==> src/rtl/mlp_mult_pkg.sv <==
// Shared types for the sequential multiplier: FSM state encoding and product width helper.
// Latency: n/a (types only).
// Backpressure: n/a (types only).
package mlp_mult_pkg;

    typedef enum logic [1:0] {
        IDLE = 2'd0,
        RUN  = 2'd1,
        DONE = 2'd2
    } mult_state_t;

    // Product of two bits-wide operands needs twice the operand width.
    function automatic int product_w(input int bits);
        return 2 * bits;
    endfunction

endpackage

==> src/rtl/multiplier_layer.sv <==
// One shift-add stage: adds B to the running high half when A_bit is set, then shifts right by one.
// Latency: purely combinational.
// Backpressure: none; the caller sequences it.
// Ports: last (running high half in), B (multiplicand), A_bit (current multiplier bit),
//        result (new high half), out_bit (bit shifted out into the low half).
module multiplier_layer #(
    parameter int bits = 8
) (
    input  logic [bits-1:0] last,
    input  logic [bits-1:0] B,
    input  logic            A_bit,
    output logic [bits-1:0] result,
    output logic            out_bit
);

    logic [bits:0] sum;

    // The adder carry lands in sum[bits] and becomes the top bit of the new
    // high half, so the running product never overflows.
    always_comb begin
        sum = {1'b0, last} + {1'b0, ({bits{A_bit}} & B)};
    end

    assign result  = sum[bits:1];
    assign out_bit = sum[0];

endmodule

==> src/rtl/seq_multiplier_ctrl.sv <==
// Sequential BITS x BITS multiplier reusing one multiplier_layer stage over BITS cycles.
// Latency: accept edge, then BITS RUN cycles; product/out_valid registered on RUN->DONE.
// Backpressure: in_ready low in RUN/DONE (in_valid ignored); DONE holds product until out_ready.
// Ports: clk, rst (async active-high), in_valid/in_ready/a_in/b_in operand channel,
//        out_valid/out_ready/product result channel, busy (high while in RUN).
// Build option: define MULT_SIGNED_EN for two's complement operands (sign-magnitude internally).
module seq_multiplier_ctrl
    import mlp_mult_pkg::*;
#(
    parameter int BITS = 8
) (
    input  logic                       clk,
    input  logic                       rst,
    input  logic                       in_valid,
    output logic                       in_ready,
    input  logic [BITS-1:0]            a_in,
    input  logic [BITS-1:0]            b_in,
    output logic                       out_valid,
    input  logic                       out_ready,
    output logic [product_w(BITS)-1:0] product,
    output logic                       busy
);

    localparam int PW    = product_w(BITS);
    localparam int CNT_W = (BITS > 1) ? $clog2(BITS) : 1;
    localparam logic [CNT_W-1:0] CNT_LAST = CNT_W'(BITS - 1);

    mult_state_t      state_q, state_d;
    logic [BITS-1:0]  a_q, a_d;
    logic [BITS-1:0]  b_q, b_d;
    logic [BITS-1:0]  hi_q, hi_d;
    logic [CNT_W-1:0] cnt_q, cnt_d;
    logic             in_ready_q, in_ready_d;
    logic             out_valid_q, out_valid_d;
    logic             busy_q, busy_d;
    logic [PW-1:0]    product_q, product_d;

    logic [BITS-1:0]  layer_result;
    logic             layer_out_bit;
    logic [PW-1:0]    step_product;

`ifdef MULT_SIGNED_EN
    logic             sign_q, sign_d;

    // Magnitude of a two's complement value. The most negative value maps to
    // 2^(BITS-1), which is still representable as an unsigned BITS-bit number.
    function automatic logic [BITS-1:0] magnitude(input logic [BITS-1:0] v);
        return v[BITS-1] ? BITS'(-v) : v;
    endfunction
`endif

    multiplier_layer #(
        .bits (BITS)
    ) u_layer (
        .last    (hi_q),
        .B       (b_q),
        .A_bit   (a_q[0]),
        .result  (layer_result),
        .out_bit (layer_out_bit)
    );

    // Full product as it stands after this cycle's step; on the final step
    // this is the finished result, captured straight into the product register.
    assign step_product = {layer_result, layer_out_bit, a_q[BITS-1:1]};

    always_comb begin
        state_d   = state_q;
        a_d       = a_q;
        b_d       = b_q;
        hi_d      = hi_q;
        cnt_d     = cnt_q;
        product_d = product_q;
`ifdef MULT_SIGNED_EN
        sign_d    = sign_q;
`endif

        case (state_q)
            IDLE: begin
                if (in_valid) begin
`ifdef MULT_SIGNED_EN
                    a_d    = magnitude(a_in);
                    b_d    = magnitude(b_in);
                    sign_d = a_in[BITS-1] ^ b_in[BITS-1];
`else
                    a_d    = a_in;
                    b_d    = b_in;
`endif
                    hi_d    = '0;
                    cnt_d   = '0;
                    state_d = RUN;
                end
            end

            RUN: begin
                // a_q doubles as the low half: multiplier bits shift out of the
                // bottom while finished product bits shift in at the top.
                hi_d  = layer_result;
                a_d   = {layer_out_bit, a_q[BITS-1:1]};
                cnt_d = cnt_q + CNT_W'(1);
                if (cnt_q == CNT_LAST) begin
                    state_d = DONE;
`ifdef MULT_SIGNED_EN
                    product_d = sign_q ? PW'(-step_product) : step_product;
`else
                    product_d = step_product;
`endif
                end
            end

            DONE: begin
                if (out_ready) begin
                    state_d = IDLE;
                end
            end

            default: begin
                state_d = IDLE;
            end
        endcase

        // Handshake outputs follow the next state so they are registered and
        // line up with the state they describe.
        in_ready_d  = (state_d == IDLE);
        out_valid_d = (state_d == DONE);
        busy_d      = (state_d == RUN);
    end

    always_ff @(posedge clk or posedge rst) begin
        if (rst) begin
            state_q     <= IDLE;
            a_q         <= '0;
            b_q         <= '0;
            hi_q        <= '0;
            cnt_q       <= '0;
            in_ready_q  <= 1'b1;
            out_valid_q <= 1'b0;
            busy_q      <= 1'b0;
            product_q   <= '0;
`ifdef MULT_SIGNED_EN
            sign_q      <= 1'b0;
`endif
        end else begin
            state_q     <= state_d;
            a_q         <= a_d;
            b_q         <= b_d;
            hi_q        <= hi_d;
            cnt_q       <= cnt_d;
            in_ready_q  <= in_ready_d;
            out_valid_q <= out_valid_d;
            busy_q      <= busy_d;
            product_q   <= product_d;
`ifdef MULT_SIGNED_EN
            sign_q      <= sign_d;
`endif
        end
    end

    assign in_ready  = in_ready_q;
    assign out_valid = out_valid_q;
    assign busy      = busy_q;
    assign product   = product_q;

endmodule

==> config.mk <==
export PLATFORM = sky130hd
export DESIGN_NAME = seq_multiplier_ctrl
export DESIGN_NICKNAME = d
export VERILOG_FILES = /design/src/rtl/mlp_mult_pkg.sv /design/src/rtl/multiplier_layer.sv /design/src/rtl/seq_multiplier_ctrl.sv
export SDC_FILE = /design/constraint.sdc
export NUM_CORES = 1
export LEC_CHECK = 0
export ABC_AREA = 1
export BUFFER_PORTS_ARGS = -buffer_cell sky130_fd_sc_hd__buf_4
export CORE_MARGIN = 5
export CORE_UTILIZATION = 55
export DETAILED_ROUTE_END_ITERATION = 12
export GPL_TIMING_DRIVEN = 1
export PLACE_DENSITY = 0.78
export SLEW_MARGIN = 20
export SYNTH_ARGS = -nofsm -noshare
export SYNTH_HDL_FRONTEND = slang
export SYNTH_SLANG_ARGS = --single-unit
export TNS_END_PERCENT = 30
==> constraint.sdc <==
create_clock -name clk -period 4 [get_ports clk]
set_input_delay 0.4 -clock clk [delete_from_list [all_inputs] [get_ports clk]]
set_output_delay 0.4 -clock clk [all_outputs]
set_load 0.01 [all_outputs]
==> flow_results.org <==
** Run status
- Outcome :: finished, final reports clean

** Clock tree
- The clock drives 48 sinks.
- CTS tree :: built
- Clock latency on the worst-skew pair, taken at its later pin, is 0.31 ns.
- In this run, CTS created clock tree buffers numbering 5.
- The longest clock path from root to sink contains 2 buffers.
- Number of hold-repair buffers added at the cts stage :: 0
- Root buffer selected by CTS :: sky130_fd_sc_hd__clkbuf_8
- Post-CTS Repair Setup Buffers :: 0
- H-tree level count :: 2
- Clock transition at the registers of the reported paths :: approximately 0.1 ns
- Cts repair resizes :: 0

** Placed design
- The count of buffers added on input and output ports is 38.
- At the end of routability-driven placement, the weighted congestion stood at 0.918.
- Setup slack after placement :: about 2.1 ns
- Placement-stage cell area :: approximately 2600 sq um
- Detailed placement ended at an HPWL of 3.42 mm.

** Floorplan
- Number of ports placed on the die boundary :: 39
- Core area :: between 4000 and 5000 sq um
- Effective utilization at floorplan :: 0.572
- Rows :: 23
- Vertical die dimension :: 75.0 microns
- Width of the die :: between 70 and 80 microns
- The floorplan step defined a die boundary enclosing 5620 sq um.

** Setup path
- CP arrival :: 2.08 ns
- Counting cells, the worst reg-to-reg path comes to 12.
- The worst setup path is of the flop to flop kind.
- Worst setup startpoint :: a_q[0]$_DFFE_PP0P_
- Critical path endpoint category :: flop
- The startpoint identified for the worst register-to-register timing path is a_q[0]$_DFFE_PP0P_.
- Critical Path Slowest Stage Cell :: sky130_fd_sc_hd__dfrtp_1
- Kind of launch point of the worst setup path :: flop
- Counting both buffers and inverters, the worst setup path holds a total of 1.
- Reg2reg setup slack :: 2.12 ns
- Max Fanout on Critical Path :: 9
- Reg2reg end :: product[15]$_DFFE_PP0P_
- Max stage delay on crit path :: about 0.48 ns
- CP top delay family :: simple AND/OR/NAND/NOR gates
- The most numerous cell type found on the critical path is sky130_fd_sc_hd__nand2_1.
- For the worst setup path, the data required time is 4.19 ns.
- Traced cell by cell, the critical path runs through nand2_1 > inv_1 > ha_1 > fa_1 > nand2_1 > nand2_1 > nand3_1 > nand2_1 > nand2_1 > nand2_1 > nand2_1 > nand2_1.

** Run
- Maximum capacitance violations :: 0

** Final layout
- Relative to the synthesized area, the layout overhead comes to 17.8%.
- In the layout the commonest cells are sky130_fd_sc_hd__nand2_1 (100), sky130_fd_sc_hd__dfrtp_1 (47), sky130_fd_sc_hd__buf_4 (38).
- Final Core Density :: 0.674
- The number of antenna diodes in the final layout is 0.
- NumNets Final :: ~340
- The finished cells cover roughly 2700 sq um.
- Of the cells placed in the final design, the portion with a size suffix greater than 1 is 0.202.
- Most common cell after layout, fill and taps aside :: sky130_fd_sc_hd__nand2_1

** Timing
- Total count of max-transition violations in the final report :: 0
- Summed over all failing endpoints, the final setup total negative slack is 0 ns.
- The hold violation count in the final report came to 0.
- Final Cycle Share :: 0.471
- In this run the tightest slew margin relative to its limit is 0.469.
- Slew @ Worst Pin :: between 0.7 and 0.8 ns
- After layout, the worst setup slack is 2.12 ns.
- Final hold analysis gives a worst-case slack of 0.225 ns.
- The clock arrives with between 0.01 and 0.015 ns of skew.
- Setup violations remaining at the end of the flow were counted as 0.
- Setup repair after global routing left no endpoint under its margin.
- The worst path in the final design needs a cycle of between 1.5 and 2 ns, including I/O delays and setup.
- Derived from the worst setup path, the maximum achievable clock frequency is roughly 0.53 GHz.

** Logic synthesis
- Of the total synthesized cell area, the portion taken by full adders, half adders and majority gates is 0.0625.
- Most used flip-flop cell after synthesis :: sky130_fd_sc_hd__dfrtp_1
- Fraction of synthesized area in multiplexers :: 0
- The share of the Yosys chip area taken by registers is 0.518.
- During synthesis, Yosys emitted a total of 0 warnings.
- In this run the cell area of the synthesized design comes to 2320 sq um.
- By area, the combinational part of the netlist is dominated by simple AND/OR/NAND/NOR gates.
- For this run, asynchronously set or reset flops after synthesis account for 1.00.
- Number of distinct library cell variants in the gate-level netlist after synthesis :: 28
- Complex-gate fraction of the synthesized area :: 0.113
- Yosys reg bits :: 48
- In the synthesized netlist, the number of instances is ~270.
- When the netlist entered floorplanning its net count stood at 303.
- Yosys mapped a number of flops with a built-in enable equal to 0.
- After synthesis, the mean cell area works out to 8.54 sq um.
- Fraction of the mapped netlist area in simple logic gates :: 0.232
- Parity-gate share of the synthesized area counting xor and xnor cells :: 0

** Global route
- Entering global routing, the biggest net connects between 40 and 50 pins.
- Number of global-route vias before repair :: around 1800
- The initial antenna violation count is 0.
- The first global-routing pass estimated approximately 8.0 mm of wire.
- Summed over all layers, the global routing overflow is 0.
- Total global-route track usage :: 0.190

** Detailed routing
- DRT Wirelength :: 4.70 mm
- After detailed routing, the number of remaining DRC violations is 0.
- The count of nets left with antenna violations once routing finished came out at 0.
- Across all layers, the routed design uses 1845 vias.
- WL/cell :: 13.0 microns
- Vias per inst :: 5.10
- In this run, the number of DRC markers left after iteration 0 of detailed routing was 87.
- Drt first pass iters :: 4

** Power
- Across the VDD grid, the largest voltage drop is 0.000330 V.
- Static leakage power :: 1.52 nW
- Power density cells :: roughly 800 nW/um^2

** Min path
- Type of the worst min-delay path :: input pin to async pin
## power by group
group	internal [mW]	switching, mW	total [mW]
clock	0.188	0.166	0.355
combinational	0.404	0.612	1.02
sequential	0.702	0.126	0.828
## cell usage after synthesis (2+ instances only)
cell type,number,area (sq um)
sky130_fd_sc_hd__nand2_1,100,375
sky130_fd_sc_hd__dfrtp_1,47,1180
sky130_fd_sc_hd__inv_1,30,113
sky130_fd_sc_hd__o21ai_0,16,80.1
sky130_fd_sc_hd__nand3_1,15,75.1
sky130_fd_sc_hd__a21oi_1,13,65.1
sky130_fd_sc_hd__ha_1,10,125
sky130_fd_sc_hd__nor2_1,7,26.3
sky130_fd_sc_hd__o21ai_2,7,61.3
sky130_fd_sc_hd__buf_6,3,33.8
sky130_fd_sc_hd__inv_2,3,11.3
sky130_fd_sc_hd__a22o_1,2,17.5
sky130_fd_sc_hd__nand3b_1,2,15.0
sky130_fd_sc_hd__o21ai_1,2,10.0
sky130_fd_sc_hd__o31ai_1,2,15.0
## cell type report
type,instances,area (sq um)
repair buffers,38,285
inverters,33,125
flip-flops and latches,48,1200
multi-input cells,185,946
fillers,357,1320
clock inverters,3,46.3
well taps,50,62.6
clock buffers,5,68.8
## through the flow
stage | total power, mW | instances
after CTS | 2.22 | 362
after detailed placement | 1.86 | 354
final | 2.20 | 362
after floorplan | 1.56 | 272
after global routing | 2.42 | 362
after global placement | 1.82 | 354
## routing by layer
metal | GRT usage | wire, microns | up-vias
li1 | - | - | 945
met1 | 0.249 | 2100 | 851
met2 | 0.316 | 2230 | 43
met3 | 0.0441 | 303 | 6
met4 | 0.0534 | 68 | 0
met5 | 0 | 0 | -
## state kept, by name (all words and copies together) (netlist names)
name       cells
b_q            8
busy           1
cnt_q          3
hi_q           8
a_q            8
in_ready       1
product       16
out_valid      1
state_q        2
## how the worst max path moves through the flow
stage / endpoint / slack (ns) / cells past startpoint
after global placement: hi_q[7]$_DFFE_PP0P_ / 2.16 / 12
after CTS: in_ready$_DFF_PP1_ / 2.10 / 7
after detailed placement: in_ready$_DFF_PP1_ / 2.11 / 7
final: product[15]$_DFFE_PP0P_ / 2.12 / 12
after floorplan: hi_q[7]$_DFFE_PP0P_ / 2.20 / 13
after global routing: hi_q[7]$_DFFE_PP0P_ / 1.86 / 12
## cells by family after synthesis
kind of cell,after synthesis
AOI/OAI and AO/OA,44
buffers and inverters,39
and+or+nand+nor,130
DFF,48
adders and majority gates,11
(Power assumes the default switching activity.)
